**src/rtl/idct_pkg.sv**
```systemverilog
//------------------------------------------------------------------------------
// Module  : idct_pkg
// Brief   : Shared types, block geometry and zig-zag table for the IDCT front end
// Revision: 1.0
//------------------------------------------------------------------------------
`default_nettype none

package idct_pkg;

    localparam int W            = 16;
    localparam int BLK_WORDS    = 64;
    localparam int IDCT_LATENCY = 29;

    typedef logic signed [W-1:0] coef_t;

    // Entry i is the raster position of the i-th coefficient in JPEG zig-zag order
    localparam logic [5:0] ZZ_TO_RASTER [BLK_WORDS] = '{
        6'd0,  6'd1,  6'd8,  6'd16, 6'd9,  6'd2,  6'd3,  6'd10,
        6'd17, 6'd24, 6'd32, 6'd25, 6'd18, 6'd11, 6'd4,  6'd5,
        6'd12, 6'd19, 6'd26, 6'd33, 6'd40, 6'd48, 6'd41, 6'd34,
        6'd27, 6'd20, 6'd13, 6'd6,  6'd7,  6'd14, 6'd21, 6'd28,
        6'd35, 6'd42, 6'd49, 6'd56, 6'd57, 6'd50, 6'd43, 6'd36,
        6'd29, 6'd22, 6'd15, 6'd23, 6'd30, 6'd37, 6'd44, 6'd51,
        6'd58, 6'd59, 6'd52, 6'd45, 6'd38, 6'd31, 6'd39, 6'd46,
        6'd53, 6'd60, 6'd61, 6'd54, 6'd47, 6'd55, 6'd62, 6'd63
    };

endpackage

`default_nettype wire

```
**src/rtl/idct_coef_loader_if.sv**
```systemverilog
//------------------------------------------------------------------------------
// Module  : idct_coef_loader_if
// Brief   : Coefficient stream in, parallel block and status out
// Revision: 1.0
//------------------------------------------------------------------------------
`default_nettype none

interface idct_coef_loader_if #(
    parameter int W = idct_pkg::W
);
    import idct_pkg::*;

    logic [W-1:0]           in_data;
    logic                   in_valid;
    logic                   in_last;
    logic                   in_ready;
    logic [BLK_WORDS*W-1:0] blk_out;
    logic                   blk_valid;
    logic                   idct_out_valid;
    logic [15:0]            blk_cnt;
    logic                   err_len;

    modport master (
        output in_data, in_valid, in_last,
        input  in_ready, blk_out, blk_valid, idct_out_valid, blk_cnt, err_len
    );

    modport slave (
        input  in_data, in_valid, in_last,
        output in_ready, blk_out, blk_valid, idct_out_valid, blk_cnt, err_len
    );

endinterface

`default_nettype wire

```
**src/rtl/idct_valid_delay.sv**
```systemverilog
//------------------------------------------------------------------------------
// Module  : idct_valid_delay
// Brief   : DEPTH-cycle strobe delay line with synchronous active-low clear
// Revision: 1.0
//------------------------------------------------------------------------------
`default_nettype none

module idct_valid_delay #(
    parameter int DEPTH = idct_pkg::IDCT_LATENCY
) (
    input  wire logic clk,
    input  wire logic rst_n,
    input  wire logic i_d,
    output logic      o_q
);

    generate
        if (DEPTH <= 1) begin : g_single
            logic r_q;
            always_ff @(posedge clk) begin
                if (!rst_n) r_q <= 1'b0;
                else        r_q <= i_d;
            end
            assign o_q = r_q;
        end else begin : g_chain
            logic [DEPTH-1:0] r_sr;
            always_ff @(posedge clk) begin
                if (!rst_n) r_sr <= '0;
                else        r_sr <= {r_sr[DEPTH-2:0], i_d};
            end
            assign o_q = r_sr[DEPTH-1];
        end
    endgenerate

endmodule

`default_nettype wire

```
**src/rtl/idct_coef_loader.sv**
```systemverilog
//------------------------------------------------------------------------------
// Module  : idct_coef_loader
// Brief   : De-zigzags a coefficient stream into a held 8x8 block for the IDCT
// Revision: 1.0
//------------------------------------------------------------------------------
`default_nettype none

module idct_coef_loader #(
    parameter int W            = idct_pkg::W,
    parameter int IDCT_LATENCY = idct_pkg::IDCT_LATENCY,
    parameter int ZIGZAG       = 1
) (
    input  wire logic           clk,
    input  wire logic           rst_n,
    idct_coef_loader_if.slave   bus
);
    import idct_pkg::*;

    logic [5:0]             r_idx;
    logic [BLK_WORDS-1:0]   r_mask;
    logic [W-1:0]           r_stage [BLK_WORDS];
    logic [BLK_WORDS*W-1:0] r_blk_out;
    logic                   r_blk_valid;
    logic                   r_ready;
    logic                   r_err;
    logic [15:0]            r_cnt;

    logic [5:0]             w_pos;
    logic                   w_accept;
    logic                   w_commit;
    logic                   w_iov;

    generate
        if (ZIGZAG != 0) begin : g_zigzag
            assign w_pos = ZZ_TO_RASTER[r_idx];
        end else begin : g_raster
            assign w_pos = r_idx;
        end
    endgenerate

    assign w_accept = bus.in_valid & r_ready;
    assign w_commit = w_accept & (bus.in_last | (r_idx == 6'd63));

    // Stale staging words are harmless: the mask gates them out at commit
    always_ff @(posedge clk) begin
        if (w_accept) r_stage[w_pos] <= bus.in_data;
    end

    always_ff @(posedge clk) begin
        if (!rst_n) begin
            r_idx       <= '0;
            r_mask      <= '0;
            r_blk_out   <= '0;
            r_blk_valid <= 1'b0;
            r_ready     <= 1'b0;
            r_err       <= 1'b0;
            r_cnt       <= '0;
        end else begin
            r_ready     <= 1'b1;
            r_blk_valid <= w_commit;
            if (w_commit) begin
                for (int k = 0; k < BLK_WORDS; k++) begin
                    if (w_pos == 6'(k))
                        r_blk_out[k*W +: W] <= bus.in_data;
                    else if (r_mask[k])
                        r_blk_out[k*W +: W] <= r_stage[k];
                    else
                        r_blk_out[k*W +: W] <= '0;
                end
                r_mask <= '0;
                r_idx  <= '0;
                r_cnt  <= r_cnt + 16'd1;
                if (!bus.in_last) r_err <= 1'b1;
            end else if (w_accept) begin
                r_mask[w_pos] <= 1'b1;
                r_idx         <= r_idx + 6'd1;
            end
        end
    end

    idct_valid_delay #(
        .DEPTH (IDCT_LATENCY)
    ) u_valid_delay (
        .clk   (clk),
        .rst_n (rst_n),
        .i_d   (r_blk_valid),
        .o_q   (w_iov)
    );

    assign bus.in_ready       = r_ready;
    assign bus.blk_out        = r_blk_out;
    assign bus.blk_valid      = r_blk_valid;
    assign bus.idct_out_valid = w_iov;
    assign bus.blk_cnt        = r_cnt;
    assign bus.err_len        = r_err;

endmodule

`default_nettype wire

```
**src/flat_wrapper.sv**
```systemverilog
// flat-port wrapper written by rule: the top's interface ports become plain ports
module idct_coef_loader_flat import idct_pkg::*;
#(
    parameter int W            = idct_pkg::W,
    parameter int IDCT_LATENCY = idct_pkg::IDCT_LATENCY,
    parameter int ZIGZAG       = 1
)
  (clk, rst_n, bus_in_data, bus_in_valid, bus_in_last, bus_in_ready, bus_blk_out, bus_blk_valid, bus_idct_out_valid, bus_blk_cnt, bus_err_len);
  idct_coef_loader_if #(.W(W)) bus_i ();
  input  wire logic clk;
  input  wire logic rst_n;
  input wire logic [$bits(bus_i.in_data)-1:0] bus_in_data;
  input wire logic [$bits(bus_i.in_valid)-1:0] bus_in_valid;
  input wire logic [$bits(bus_i.in_last)-1:0] bus_in_last;
  output wire logic [$bits(bus_i.in_ready)-1:0] bus_in_ready;
  output wire logic [$bits(bus_i.blk_out)-1:0] bus_blk_out;
  output wire logic [$bits(bus_i.blk_valid)-1:0] bus_blk_valid;
  output wire logic [$bits(bus_i.idct_out_valid)-1:0] bus_idct_out_valid;
  output wire logic [$bits(bus_i.blk_cnt)-1:0] bus_blk_cnt;
  output wire logic [$bits(bus_i.err_len)-1:0] bus_err_len;
  assign bus_i.in_data = bus_in_data;
  assign bus_i.in_valid = bus_in_valid;
  assign bus_i.in_last = bus_in_last;
  assign bus_in_ready = bus_i.in_ready;
  assign bus_blk_out = bus_i.blk_out;
  assign bus_blk_valid = bus_i.blk_valid;
  assign bus_idct_out_valid = bus_i.idct_out_valid;
  assign bus_blk_cnt = bus_i.blk_cnt;
  assign bus_err_len = bus_i.err_len;
  idct_coef_loader #(.W(W), .IDCT_LATENCY(IDCT_LATENCY), .ZIGZAG(ZIGZAG)) u_core (.clk(clk), .rst_n(rst_n), .bus(bus_i));
endmodule
```
**config.mk**
```make
export PLATFORM = sky130hd
export DESIGN_NAME = idct_coef_loader_flat
export DESIGN_NICKNAME = d
export VERILOG_FILES = /design/src/rtl/idct_pkg.sv /design/src/rtl/idct_coef_loader_if.sv /design/src/rtl/idct_valid_delay.sv /design/src/rtl/idct_coef_loader.sv /design/src/flat_wrapper.sv
export SDC_FILE = /design/constraint.sdc
export NUM_CORES = 2
export LEC_CHECK = 0
export CAP_MARGIN = 20
export CELL_PAD_IN_SITES_DETAIL_PLACEMENT = 1
export CELL_PAD_IN_SITES_GLOBAL_PLACEMENT = 2
export CORE_MARGIN = 10
export CORE_UTILIZATION = 42
export CTS_BUF_LIST = sky130_fd_sc_hd__clkbuf_4 sky130_fd_sc_hd__clkbuf_8
export CTS_CLUSTER_DIAMETER = 30
export DETAILED_ROUTE_END_ITERATION = 10
export GPL_ROUTABILITY_DRIVEN = 0
export GPL_TIMING_DRIVEN = 0
export MAX_ROUTING_LAYER = met4
export PLACE_DENSITY_LB_ADDON = 0.1
export SLEW_MARGIN = 15
export SYNTH_ARGS = -nofsm -noshare
export SYNTH_HDL_FRONTEND = slang
export SYNTH_SLANG_ARGS = --single-unit
```
**constraint.sdc**
```tcl
create_clock -name clk -period 7.1 [get_ports clk]
set_input_delay 0.71 -clock clk [delete_from_list [all_inputs] [get_ports clk]]
set_output_delay 0.71 -clock clk [all_outputs]
set_load 0.01 [all_outputs]
```
==> impl_metrics.toml <==
[outcome]
outcome = "completed"

[grt]
initial_antenna_violation_count = 19
vias_in_the_first_global_route = 62225
grt_overflow = 0
grt_util_all_layers = 0.357
pin_count_of_the_biggest_net_entering_global_routing = 49
first_pass_grt_wire_length_um = 489000

[synthesis]
syn_area_per_cell_um2 = 13.1
netlist.area_leader.share = 0.407
post_synth_edffs = 1024
post_synth_main_area_contributors = "edfxtp_1, dfxtp_1, a221o_1"
asyncSetResetFlopFracSynth = 0
postSynthRegisterBits = 2166
synth.distinct_cells = 73
synthesis.area_mm2 = 0.0756
dominantRegCellSynth = "dfxtp_1"
synth-warning-count = 0
synth_top_cell_by_area = "edfxtp_1"
seq_total_area_yosys = 0.709
syn_nets = 5803
syn-instance-count = 5764

[worst_setup_path]
critical_path_arrival_ns = 6.23
timing.critical_path.to_type = "flop"
crit-reg2reg-launch = "u_core.r_idx[0]"
reg2reg_setup_slack_ns = 1.62
crit_path_max_fanout = 17
critical_path_source_type = "flop"
critPathKind = "flop to flop"
worst_ep_required_time_ns = 7.85
rr_worst_depth = 13
critical_path.reg2reg.endpoint = "u_core.r_stage[60][14]"

[floorplanning]
area_of_the_die_mm2 = 0.197
fp.dieW_um = 444
core_region_area_mm2 = 0.179
fp.dieH_um = 444
io-pin-count = 1064
starting_density_of_the_core = 0.423
placementRows = 155

[power]
design_power_total_mw = 30.1
vdd_ir_drop_max_mv = 0.272
static-leakage-power_nw = 36.5
power.density_mw_per_mm2 = 294

[route]
drtAntennaViolNets = 0
drc = 0
avgViaCountPerCell = 5.97
detailedRoute.firstPassIterationCount = 6
detail_route.wirelength_um = 357000
vias = 60730
drtIter0Drc = 6039
route.detailed.wl_per_inst_um = 35.1

[sta]
layout_worst_path_cycle_share = 0.772
rsz_0062_raised_after_global_routing = "no"
skew_ns = 0.0472
setup_viol = 0
worst_slew_margin_rel = 0.171
final-hold-violation-count = 0
period_minus_slack_ns = 5.48
worst-slew-pin-transition_ns = 1.24
finalHoldWorstSlack_ns = 0.0498
drv_slew = 0
fmax_mhz = 183

[layout]
post_route_cells_drive_above_1_share = 0.174
final_common_cell = "dfxtp_1"
design.final.nets = 7438
post-route-util = 0.572
layout-area-overhead-vs-synth_pct = 35.1
most-common-layout-cells = "dfxtp_1, clkdlybuf4s50_1, edfxtp_1"
post_route_non_filler_standard_cell_count = 10172

[min_path]
hold_path_startpoint = "bus_in_data[13]"
whs_endpoint = "u_core.r_stage[0][13]"
hold_depth = 1
holdCritPathClass = "input pin to flop"

[clock_network]
cts.path.max_buffers = 4
ctsRootBufferMaster = "clkbuf_8"
tritoncts_clock_tree = "yes"
h_tree_levels = 5
cts_inserted_buffers = 480
path_clk_slew_ns = 0.06
cts.sink_count = 2166
insertion_delay_ns = 1.16

[placement]
numPortBuffers = 1063
detailed_place_hpwl_um = 245000
dpl.cell_count = 9259

[run]
number_of_max_cap_violations = 0
registers in the layout, indices dropped and copies added, names as in the netlist:
signal	count
u_core.u_valid_delay.g_chain.r_sr	29
u_core.r_stage	1024
u_core.bus.in_ready	1
u_core.bus.blk_out	1024
u_core.r_mask	64
u_core.bus.blk_valid	1
u_core.bus.err_len	1
u_core.bus.blk_cnt	16
u_core.r_idx	6
metal layers:
metal  vias to the layer above  wire length [um]  track usage
met1                     31225            135000        0.415
met3                       841             26000       0.0630
met5                         -                 0            -
li1                      25399                 -            -
met2                      3265            169000        0.569
met4                         0             27100        0.234
power by group:
part	switching [mW]	internal [mW]	total, mW	leakage (nW)
combinational	0.600	0.108	0.708	12.2
sequential	0.0105	13.1	13.1	18.4
clock	6.10	10.2	16.3	5.88
total	6.71	23.4	30.1	36.5
kinds of logic (layout without fill, tap and decap cells):
group	after synthesis	count (layout)	synth area share
flip-flops	2166	2166	0.709
AND/OR/NAND/NOR	1468	1468	0.0892
AO/OA/AOI/OAI	1209	1209	0.147
buffers and inverters	875	2918	0.0481
adder cells (fa/ha/maj)	19	19	0.00314
XOR/XNOR	19	19	0.00220
multiplexers	8	8	0.00126
other	0	10	0
timing repair:
action	CTS	global route
hold endpoints to repair	181	0
endpoints found under the setup margin	0	0
buffers inserted	0	0
hold buffers	12	0
gates resized for setup	0	0
synth_stat cells (8+ instances only):
| cell | count |
|---|---|
| a221o_1 | 541 |
| and2_1 | 45 |
| and3_1 | 11 |
| buf_1 | 26 |
| buf_2 | 235 |
| buf_4 | 14 |
| clkbuf_1 | 204 |
| dfxtp_1 | 1142 |
| edfxtp_1 | 1024 |
| ha_1 | 19 |
| inv_1 | 394 |
| nand2_1 | 543 |
| nand2b_1 | 8 |
| nand3_1 | 174 |
| nand4_1 | 13 |
| nor2_1 | 110 |
| nor2b_1 | 11 |
| nor3_1 | 516 |
| o211a_1 | 15 |
| o211a_2 | 20 |
| o211ai_1 | 98 |
| o211ai_2 | 23 |
| o21a_1 | 66 |
| o21ai_0 | 12 |
| o221ai_1 | 386 |
| xnor2_1 | 15 |
worst max-delay path by stage:
stage / start / to / slack, ns / depth (start not counted)
2_1_floorplan: u_core.r_idx[0] / u_core.r_stage[41][0] / 2.85 / 14
3_3_place_gp: bus_in_data[9] / u_core.bus.blk_out[377] / -1.37 / 3
3_5_place_dp: u_core.r_idx[0] / u_core.r_stage[60][15] / 1.81 / 13
4_1_cts: u_core.r_idx[0] / u_core.r_stage[60][9] / 1.77 / 13
5_1_grt: u_core.r_idx[0] / u_core.r_stage[60][9] / 1.51 / 13
6_report: u_core.r_idx[0] / u_core.r_stage[60][14] / 1.62 / 13
critical path: stages (launching register included):
cell and delay [ns]:
dfxtp_1 0.50, buf_2 0.31, inv_1 0.24, ha_1 0.34, buf_2 0.23, nor2b_1 0.19, o31ai_1 0.09, o22a_1 0.27
nor2_1 0.74, buf_6 0.23, buf_2 0.32, nand3_1 0.49, buf_6 0.36, nor2_2 0.76
per-stage QoR:
step / instance area, um^2 / setup WS [ns] / setup TNS, ns
2_1_floorplan: 75600 / 2.85 / 0
3_3_place_gp: 89200 / -1.37 / -393.68
3_5_place_dp: 90600 / 1.81 / 0
4_1_cts: 102000 / 1.77 / 0
5_1_grt: 102000 / 1.51 / 0
6_report: 102000 / 1.62 / 0
final cells by class:
type / instances / area (um^2)
inverters: 395 / 1480
diodes: 10 / 25.0
well taps: 2355 / 2950
fillers: 17858 / 76600
multi-input cells: 2723 / 18500
plain buffers: 480 / 2160
clock buffers: 646 / 8300
flip-flops and latches: 2166 / 53600
repair buffers: 1153 / 12000
clock inverters: 244 / 3110
Power figures use the tool's default switching activity.
